**src/rtl/add_pipe_if.sv**
```systemverilog
// add_pipe_if: operand/result bus for add_pipe.
// Carries the input handshake (A, B, in_valid, in_ready, acc_en, acc_clr)
// and the output handshake (C, carry, out_valid, out_ready) plus the
// completed-transfer counter. The slave modport is the adder's view and the
// master modport is the stimulus/checker view.
interface add_pipe_if #(
    parameter int WIDTH = 16,
    parameter int CNT_W = 8
);
    logic [WIDTH-1:0] A;
    logic [WIDTH-1:0] B;
    logic             in_valid;
    logic             in_ready;
    logic             acc_en;
    logic             acc_clr;
    logic [WIDTH-1:0] C;
    logic             carry;
    logic             out_valid;
    logic             out_ready;
    logic [CNT_W-1:0] count;

    modport slave (
        input  A, B, in_valid, acc_en, acc_clr, out_ready,
        output in_ready, C, carry, out_valid, count
    );

    modport master (
        output A, B, in_valid, acc_en, acc_clr, out_ready,
        input  in_ready, C, carry, out_valid, count
    );
endinterface

```
**src/rtl/add_pipe.sv**
```systemverilog
// add_pipe: registered multi-stage unsigned adder with valid/ready flow
// control on both sides, an accumulate mode and a wrapping count of
// completed output transfers.
//
// Stage 0 computes the (WIDTH+1)-bit sum; later stages only move it along.
// Each stage may load whenever it is empty or its downstream neighbour is
// loading, so a full pipe with out_ready=1 still accepts a new input every
// cycle.
//
// Build option: define ADD_PIPE_SATURATE_EN to clamp overflowing sums to all
// ones (carry still 1); the accumulator then saturates as well and stays
// there until acc_clr. Without it, sums wrap modulo 2^WIDTH.
module add_pipe #(
    parameter int WIDTH  = 16,
    parameter int STAGES = 2,
    parameter int CNT_W  = 8
) (
    input  logic       clk,
    input  logic       rst,
    add_pipe_if.slave  bus
);

    localparam logic [WIDTH-1:0] ALL_ONES = {WIDTH{1'b1}};

    generate
        if (STAGES < 1 || STAGES > 4) begin : g_bad_stages
            $error("add_pipe: STAGES must be in 1..4");
        end
    endgenerate

    // Pipeline state: valid bit and {carry, C} per stage.
    logic [STAGES-1:0] r_valid;
    logic [WIDTH:0]    r_data [STAGES];
    logic [WIDTH-1:0]  r_acc;
    logic [CNT_W-1:0]  r_count;

    logic [STAGES:0]   w_ready;
    logic [WIDTH-1:0]  w_acc_base;
    logic [WIDTH:0]    w_raw_sum;
    logic [WIDTH:0]    w_sum;
    logic              w_in_xfer;
    logic              w_out_xfer;

    // Overflow policy applied to the raw stage-0 sum.
    function automatic logic [WIDTH:0] apply_overflow(input logic [WIDTH:0] s);
`ifdef ADD_PIPE_SATURATE_EN
        if (s[WIDTH]) begin
            return {1'b1, ALL_ONES};
        end else begin
            return s;
        end
`else
        return s;
`endif
    endfunction

    // Back-to-front ready chain: a stage can load if it is empty or the next one loads.
    always_comb begin
        logic w_chain;
        w_ready          = '0;
        w_chain          = bus.out_ready;
        w_ready[STAGES]  = w_chain;
        for (int i = STAGES - 1; i >= 0; i--) begin
            w_chain    = ~r_valid[i] | w_chain;
            w_ready[i] = w_chain;
        end
    end

    // Stage-0 adder: plain A+B, or accumulator (optionally cleared first) plus A.
    always_comb begin
        if (bus.acc_clr) begin
            w_acc_base = '0;
        end else begin
            w_acc_base = r_acc;
        end
        if (bus.acc_en) begin
            w_raw_sum = {1'b0, w_acc_base} + {1'b0, bus.A};
        end else begin
            w_raw_sum = {1'b0, bus.A} + {1'b0, bus.B};
        end
        w_sum = apply_overflow(w_raw_sum);
    end

    assign w_in_xfer  = bus.in_valid & w_ready[0];
    assign w_out_xfer = r_valid[STAGES-1] & bus.out_ready;

    // Pipeline registers: load on ready, data only captured when upstream is valid.
    always_ff @(posedge clk or posedge rst) begin
        if (rst) begin
            r_valid <= '0;
            for (int i = 0; i < STAGES; i++) begin
                r_data[i] <= '0;
            end
        end else begin
            if (w_ready[0]) begin
                r_valid[0] <= bus.in_valid;
                if (bus.in_valid) begin
                    r_data[0] <= w_sum;
                end
            end
            for (int i = 1; i < STAGES; i++) begin
                if (w_ready[i]) begin
                    r_valid[i] <= r_valid[i-1];
                    if (r_valid[i-1]) begin
                        r_data[i] <= r_data[i-1];
                    end
                end
            end
        end
    end

    // Accumulator: changes only on an accepted input.
    always_ff @(posedge clk or posedge rst) begin
        if (rst) begin
            r_acc <= '0;
        end else if (w_in_xfer) begin
            if (bus.acc_en) begin
                r_acc <= w_sum[WIDTH-1:0];
            end else if (bus.acc_clr) begin
                r_acc <= '0;
            end
        end
    end

    // Completed-output counter, wraps naturally at 2^CNT_W.
    always_ff @(posedge clk or posedge rst) begin
        if (rst) begin
            r_count <= '0;
        end else if (w_out_xfer) begin
            r_count <= r_count + CNT_W'(1);
        end
    end

    // in_ready is held low while reset is asserted.
    assign bus.in_ready  = w_ready[0] & ~rst;
    assign bus.C         = r_data[STAGES-1][WIDTH-1:0];
    assign bus.carry     = r_data[STAGES-1][WIDTH];
    assign bus.out_valid = r_valid[STAGES-1];
    assign bus.count     = r_count;

endmodule
```
**src/flat_wrapper.sv**
```systemverilog
// flat-port wrapper written by rule: the top's interface ports become plain ports
module add_pipe_flat 
#(
    parameter int WIDTH  = 16,
    parameter int STAGES = 2,
    parameter int CNT_W  = 8
)
  (clk, rst, bus_A, bus_B, bus_in_valid, bus_acc_en, bus_acc_clr, bus_out_ready, bus_in_ready, bus_C, bus_carry, bus_out_valid, bus_count);
  add_pipe_if #(.WIDTH(WIDTH), .CNT_W(CNT_W)) bus_i ();
  input  logic clk;
  input  logic rst;
  input wire logic [$bits(bus_i.A)-1:0] bus_A;
  input wire logic [$bits(bus_i.B)-1:0] bus_B;
  input wire logic [$bits(bus_i.in_valid)-1:0] bus_in_valid;
  input wire logic [$bits(bus_i.acc_en)-1:0] bus_acc_en;
  input wire logic [$bits(bus_i.acc_clr)-1:0] bus_acc_clr;
  input wire logic [$bits(bus_i.out_ready)-1:0] bus_out_ready;
  output wire logic [$bits(bus_i.in_ready)-1:0] bus_in_ready;
  output wire logic [$bits(bus_i.C)-1:0] bus_C;
  output wire logic [$bits(bus_i.carry)-1:0] bus_carry;
  output wire logic [$bits(bus_i.out_valid)-1:0] bus_out_valid;
  output wire logic [$bits(bus_i.count)-1:0] bus_count;
  assign bus_i.A = bus_A;
  assign bus_i.B = bus_B;
  assign bus_i.in_valid = bus_in_valid;
  assign bus_i.acc_en = bus_acc_en;
  assign bus_i.acc_clr = bus_acc_clr;
  assign bus_i.out_ready = bus_out_ready;
  assign bus_in_ready = bus_i.in_ready;
  assign bus_C = bus_i.C;
  assign bus_carry = bus_i.carry;
  assign bus_out_valid = bus_i.out_valid;
  assign bus_count = bus_i.count;
  add_pipe #(.WIDTH(WIDTH), .STAGES(STAGES), .CNT_W(CNT_W)) u_core (.clk(clk), .rst(rst), .bus(bus_i));
endmodule
```
**config.mk**
```make
export PLATFORM = sky130hd
export DESIGN_NAME = add_pipe_flat
export DESIGN_NICKNAME = d
export VERILOG_FILES = /design/src/rtl/add_pipe_if.sv /design/src/rtl/add_pipe.sv /design/src/flat_wrapper.sv
export SDC_FILE = /design/constraint.sdc
export NUM_CORES = 1
export LEC_CHECK = 0
export CAP_MARGIN = 5
export CORE_MARGIN = 4
export CORE_UTILIZATION = 40
export DETAILED_ROUTE_END_ITERATION = 10
export GPL_TIMING_DRIVEN = 0
export PLACE_DENSITY = 0.72
export SYNTH_ARGS = -nofsm -noshare
export SYNTH_HDL_FRONTEND = slang
export SYNTH_SLANG_ARGS = --single-unit
```
**constraint.sdc**
```tcl
create_clock -name clk -period 2.75 [get_ports clk]
set_clock_uncertainty 0.1 [all_clocks]
set_input_delay 0.275 -clock clk [delete_from_list [all_inputs] [get_ports clk]]
set_output_delay 0.275 -clock clk [all_outputs]
set_load 0.02 [all_outputs]
```
# --- Word level (Yosys, flattened, before mapping) ---
# Cells that the tools add are included.
classes:
  n_reduce_logical: 2
  n_mux: 3
  add_sub_neg: 3
  bitwise_logic: 8
ops:
  columns: ["operator", "count"]
  rows:
  - ["$add 16x16->17", 2]
  - ["$mux 16", 2]
  - ["$mux 17", 1]
  - ["$add 8x1->8 const B", 1]
  - ["$reduce_and 2->1", 2]
  - ["$and 1x1->1", 3]
  - ["$not 1->1", 3]
  - ["$or 1x1->1", 2]
word_totals:
  ff_bits: 60

# --- Longest topological paths before layout ---
logic_depth:
  word_depth: 4
  mapped_depth: 13
  depth_no_buf: 11

# --- Worst setup path after synthesis ---
# OpenSTA, ideal clock, no wires.
synth_path:
  kind: "input -> register"
  from: "in bus_acc_en"
  to: "reg u_core.r_data[28] (netlist bit)"
  t_required_ns: 2.525
  path_buffers: 3
  setup_slack_ns: 0.064
  path_stages: 12
  t_arrival_ns: 2.462
  cell_sequence: "clkbuf_1 clkbuf_1 nand3b_1 o21ai_0 ha_1 buf_2 a211o_1 a21o_1 a21oi_1 a21bo_2 xor2_1 mux2_2"
synth_between:
  elab_chain_len: 1
synth_lines:
  columns: ["element", "line", "rtl"]
  rows:
  - ["start: declaration", "flat_wrapper.sv:15", "input wire logic [$bits(bus_i.acc_en)-1:0] bus_acc_en;"]
  - ["$mux 17", "add_pipe.sv:76", "if (bus.acc_en) begin"]
  - ["end signal: indexed assignment", "add_pipe.sv:105", "r_data[i] <= r_data[i-1];"]
  - ["end: declaration", "add_pipe.sv:33", "logic [WIDTH:0] r_data [STAGES];"]
# No other way between the ends.
# A chain may end at the register's enable or synchronous reset.

# --- Worst setup path in the final report ---
layout_path:
  from: "in bus_acc_en"
  to: "reg u_core.r_data[32] (netlist bit)"
# The elaborated chain is that of the path after synthesis.

==> run_results.csv <==
group,metric,value,unit
synth,synth_cells,361,
floorplan,coreArea,0.00838,mm²
finish,drive_gt1_share,16.3,%
sta,slew_headroom,56.6,%
synth,synth_top_area_share,42.8,%
sta,setup_violations,0,
sta,fin_setup_tns,0,ns
power,power,3660,µW
global_routing,grt_pass1_wl,13500,µm
critical_path,critical_path_class,"in2reg",
routing,routed_wl,8330,µm
synth,synthArstFlopShare,100,%
synth,synth.top_cells.by_area,"dfrtp_1 (43%), mux2_2 (7.7%), ha_1 (6.4%), o21ai_0 (4.7%), nand2_1 (4.0%)",
hold_path,hp-class,"in2async",
clock_network,numCtsBuffers,9,
sta,final-max-slew-violation-count,0,
clock_network,cts_setup_buffers,0,
floorplan,start_util,41.9,%
floorplan,num_rows,33,
sta,worst_pin_slew,0.647,ns
synth,ys.flop_type,"dfrtp_1",
critical_path,worstPathRequired,2.92,ns
power,leakage,0.00204,µW
finish,antenna_cells,0,
global_routing,antenna_found_initial,0,
finish,fin_util,54.1,%
routing,drtAntennaViolNets,0,
finish,final_nets,493,
global_routing,grt_pass1_vias,2808,
synth,synthTopCellsByCount,"dfrtp_1 (60), nand2_1 (37), o21ai_0 (33), mux2_2 (24), inv_1 (22)",
floorplan,die_y,102,µm
global_routing,grt_use_total,16.9,%
routing,avgRoutedWirePerCell,15.3,µm
sta,grt_setup_unrepaired,"false",
placed_design,detailedPlace.worstSlack,-0.739,ns
critical_path,critPathLaunchType,"primary input",
synth,synth-seq-cells,60,
status,outcome,"finished, final reports clean",
synth,synth_most_common_cell,"dfrtp_1",
synth,ys_seq_area_share,42.8,%
floorplan,fp.dieArea,0.0103,mm²
placed_design,port_buffers,63,
synth,syn_area_per_cell,9.72,µm²
critical_path,arrival,2.78,ns
placed_design,place_area,0.00429,mm²
synth,synth_edf_count,0,
synth,syn_area,0.00351,mm²
routing,drtIter0Drc,144,
floorplan,io_pins,65,
clock_network,cts_root_buf,"clkbuf_8",
clock_network,htree_levels,3,
synth,syn-num-nets,418,
critical_path,end_kind,"register",
sta,fmax,0.384,GHz
sta,min_period,2.61,ns
clock_network,path_clk_slew,0.07,ns
placed_design,hpwl,6370,µm
global_routing,grt_max_degree,34,
power,ir_drop,359,µV
synth,synth_top_area_cell,"dfrtp_1",
placed_design,place_congestion,0.907,
run,maxCapViolations,0,
finish,syn2layout_area_growth,29.2,%
routing,dr.pass1.iters,4,
routing,drc,0,
synth,synth_warnings,0,
clock_network,tritoncts,"yes",
power,powerDensity,808,mW/mm²
clock_network,clk_latency,0.34,ns
floorplan,die_w,102,µm
synth,synth_cell_type_count,45,
sta,finalHoldViolations,0,
routing,num_vias,2847,
routing,via_per_inst,5.21,
clock_network,clock-sinks,60,
global_routing,overflow,0,
sta,period_share,94.8,%
critical_path,worstPathMaxFanout,10,
finish,stdcell_area,0.00454,mm²
sta,fin_ws,0.143,ns
clock_network,cts.path.max_buffers,2,
## layout by cell type (no fill, tap or decap), types with 9 or more instances in the layout
| cell | count |
|---|---|
| clkbuf_8 | 12 |
| buf_4 | 17 |
| mux2_2 | 24 |
| nor2_1 | 19 |
| inv_1 | 21 |
| nand3b_1 | 15 |
| a21oi_1 | 17 |
| clkdlybuf4s50_1 | 62 |
| dfrtp_1 | 60 |
| xnor2_1 | 9 |
| ha_1 | 18 |
| o21ai_0 | 33 |
| nand2_1 | 37 |
## worst paths after layout
kind | startpoint | to | slack [ns] | depth (start not counted)
hold / removal | rst | u_core.bus.count[7] | 0.25 | 2
setup / recovery | bus_acc_en | u_core.r_data[32] | 0.14 | 11
min in group clk | u_core.r_data[17] | u_core.r_data[17] | 0.38 | 2
setup reg to reg | u_core.r_acc[4] | u_core.r_data[32] | 0.16 | 9
max in group asynchronous | rst | u_core.r_acc[7] | 1.71 | 3
hold reg to reg | u_core.r_data[17] | u_core.r_data[17] | 0.38 | 2
## per-layer routing
| metal | vias to the layer above | GRT usage, % | share of wire, % |
|---|---|---|---|
| li1 | 1395 | - | - |
| met1 | 1345 | 23.2 | 45 |
| met2 | 97 | 26.8 | 46 |
| met4 | 0 | 7.06 | 1.6 |
| met3 | 10 | 2.34 | 6.8 |
| met5 | - | 0 | 0 |
## sequential cells by signal (all words and copies together), names as in the netlist
signal,flops
u_core.r_valid,2
u_core.r_acc,16
u_core.r_data,17
u_core.bus.carry,1
u_core.bus.C,16
u_core.bus.count,8
## cells by family (layout without fill, tap and decap cells)
logic type / count (synthesis) / in the layout / share of synthesized area [%]
and+or+nand+nor: 104 / 104 / 14.8
muxes: 27 / 27 / 8.56
AOI/OAI and AO/OA: 83 / 83 / 15.3
buffers and inverters: 52 / 132 / 7.59
xor gates and xnor gates: 16 / 16 / 3.99
adders and majority gates: 19 / 19 / 6.99
DFF: 60 / 60 / 42.8
## worst max-delay path, cell delays in order
cell and delay, ns:
clkbuf_1 0.19, buf_2 0.29, nand3b_1 0.10, o21ai_0 0.08
ha_1 0.30, and2_4 0.18, a221oi_2 0.28, nand2_1 0.16
a32o_1 0.32, or4_1 0.50, nand3_1 0.09
## report_power, final
part	switching [µW]	leakage [µW]	total, µW	internal [µW]
sequential	172	0.000734	1340	1170
clock	341	0.000116	927	585
combinational	640	0.00119	1400	760
## final cells by class
type	instances	area, µm²
Clock inverter	3	67.6
Fill cell	768	3850
Buffer	30	194
Inverter	22	82.6
Tap cell	105	131
Timing Repair Buffer	64	646
Sequential cell	60	1500
Clock buffer	13	169
Multi-Input combinational cell	249	1740
## per-stage QoR
stage                     cells  hold WS [ns]
after CTS                   546         0.266
final                       546         0.248
after global routing        546         0.304
after detailed placement    530         0.371
after global placement      529         0.358
after floorplan             361         0.283
## repair_timing
action,in CTS,in global routing
resized for setup,6,8
pin swaps,0,2
hold buffers,0,0
cloned,0,0
endpoints found under the setup margin,20,13
(Power assumes the default switching activity.)
==> edit, RTL diff (same flow settings) <==
`STAGES` is set to 2 in 2 places; all go to 4.
--- a/src/rtl/add_pipe.sv
+++ b/src/rtl/add_pipe.sv
@@ -13,5 +13,5 @@
 module add_pipe #(
     parameter int WIDTH  = 16,
-    parameter int STAGES = 2,
+    parameter int STAGES = 4,
     parameter int CNT_W  = 8
 ) (
--- a/src/flat_wrapper.sv
+++ b/src/flat_wrapper.sv
@@ -3,5 +3,5 @@
 #(
     parameter int WIDTH  = 16,
-    parameter int STAGES = 2,
+    parameter int STAGES = 4,
     parameter int CNT_W  = 8
 )
Function: changed (a bounded check fails within 4 cycles, from zero or initial values and one cycle with rst high).
==> edit against the original RTL <==
Power grew 47%. Setup slack got worse by 0.021 ns. Sequential share of layout area rose by 6.3 points. Sequential cell count grew 36. Critical path type unchanged. Via count grew 25%. Wire length is 34% higher. Count of clock-buffer cells in the layout fell by 2. Final area up 35%. Synthesized area rose by 38%. Combinational power rose by 34%.
==> edit: results (changes against the original RTL) <==
capture point of the worst path=u_core.r_data[63]$_DFFE_PP0P_; post-synthesis xor/xnor area fraction=0.02354 (-0.01639); Avg Inst Size Synth=11.17 um2 (+15%); pin count of the biggest net entering global routing=39 (+15%); Reg2Reg Depth=10 (+1); clock power share=0.234 (-0.019); Rel. slew slack=0.5742 (+0.008372); Inst Count DP=642 (+21%); R2R Path Start=u_core.r_acc[0]$_DFFE_PP0P_; max reg flops=51 (+34); total track usage=0.1649 (-0.004070); status=completed; Worst setup startpoint=bus_acc_en; GPL Wtd Cong=0.8677 (-4.3%); pre-CTS WS=-0.7597 ns (-0.02055 ns); net count after synthesis=490 (+17%); PD cells=885.0 mW/mm2 (+9.5%); fraction of layout cells with a size suffix above 1=0.2394 (+0.07612); Unique masters post-synth=52 (+16%); Hold Slack=0.1459 ns (-0.1025 ns); Area after DPL=0.005720 mm2 (+33%); setup slack after layout=0.1217 ns (-0.02111 ns); global-route wire length before repair=18620 um (+38%); via count=3562 (+25%); Switch Pwr=1.679 mW (+46%); post-synthesis sequential area ratio=0.4966 (+0.06883); top cells by count, synth=dfrtp_1, mux2_2, nand2_1, o21ai_0; post-synthesis compound-gate area fraction=0.1394 (-0.01352); drt pass-1 iters=5 (+1); sequential share of power=0.417 (+0.052); vias in the first global route=3705 (+32%); Area contributors post-synth=dfrtp_1, mux2_2, ha_1; cts repair resizes=10 (+4); synthesized-area fraction occupied by adder cells=0.05070 (-0.01918); Max VDD drop=0.0003436 V (-4.3%); Initial DRC Count=255 (+77%); Lkg Pwr=2.696 nW (+32%); crit path DAT=2.76 ns (-0.02 ns); nets=571 (+16%); CTS Root Cell=clkbuf_16; final non-filler cell total=661 (+21%); terminus of the critical flop-to-flop path=u_core.r_acc[10]$_DFFE_PP0P_
edit: changes by cell type after synthesis, sizes merged, moves of 6 or more:
cell,unedited run,this run
dfrtp,60,96
mux2,24,54
o21ai,35,22
inv,22,12
nand3b,15,6
nand2,37,45
nand4,0,8
o31ai,0,6
edit: critical path: stages:
cell,delay (ns)
clkbuf_4,0.20
inv_1,0.10
nor2_1,0.14
clkbuf_4,0.25
a22o_1,0.16
ha_2,0.31
o211ai_1,0.32
a211oi_4,0.09
or3_1,0.43
and2_1,0.17
a221o_1,0.28
edit: area by class of cell:
type                            count  area [um2]
Fill cell                        1063        5512
Sequential cell                    96        2402
Multi-Input combinational cell    292        2247
Timing Repair Buffer               70       723.2
Clock buffer                       11       242.7
Buffer                             33       206.4
Tap cell                          143       178.9
Clock inverter                      4       52.55
Inverter                           12       48.80
edit: layer usage:
metal,share of wire,GRT usage
met5,0,0
met4,0.022,0.06593
met3,0.046,0.03172
met2,0.48,0.2716
met1,0.45,0.2140
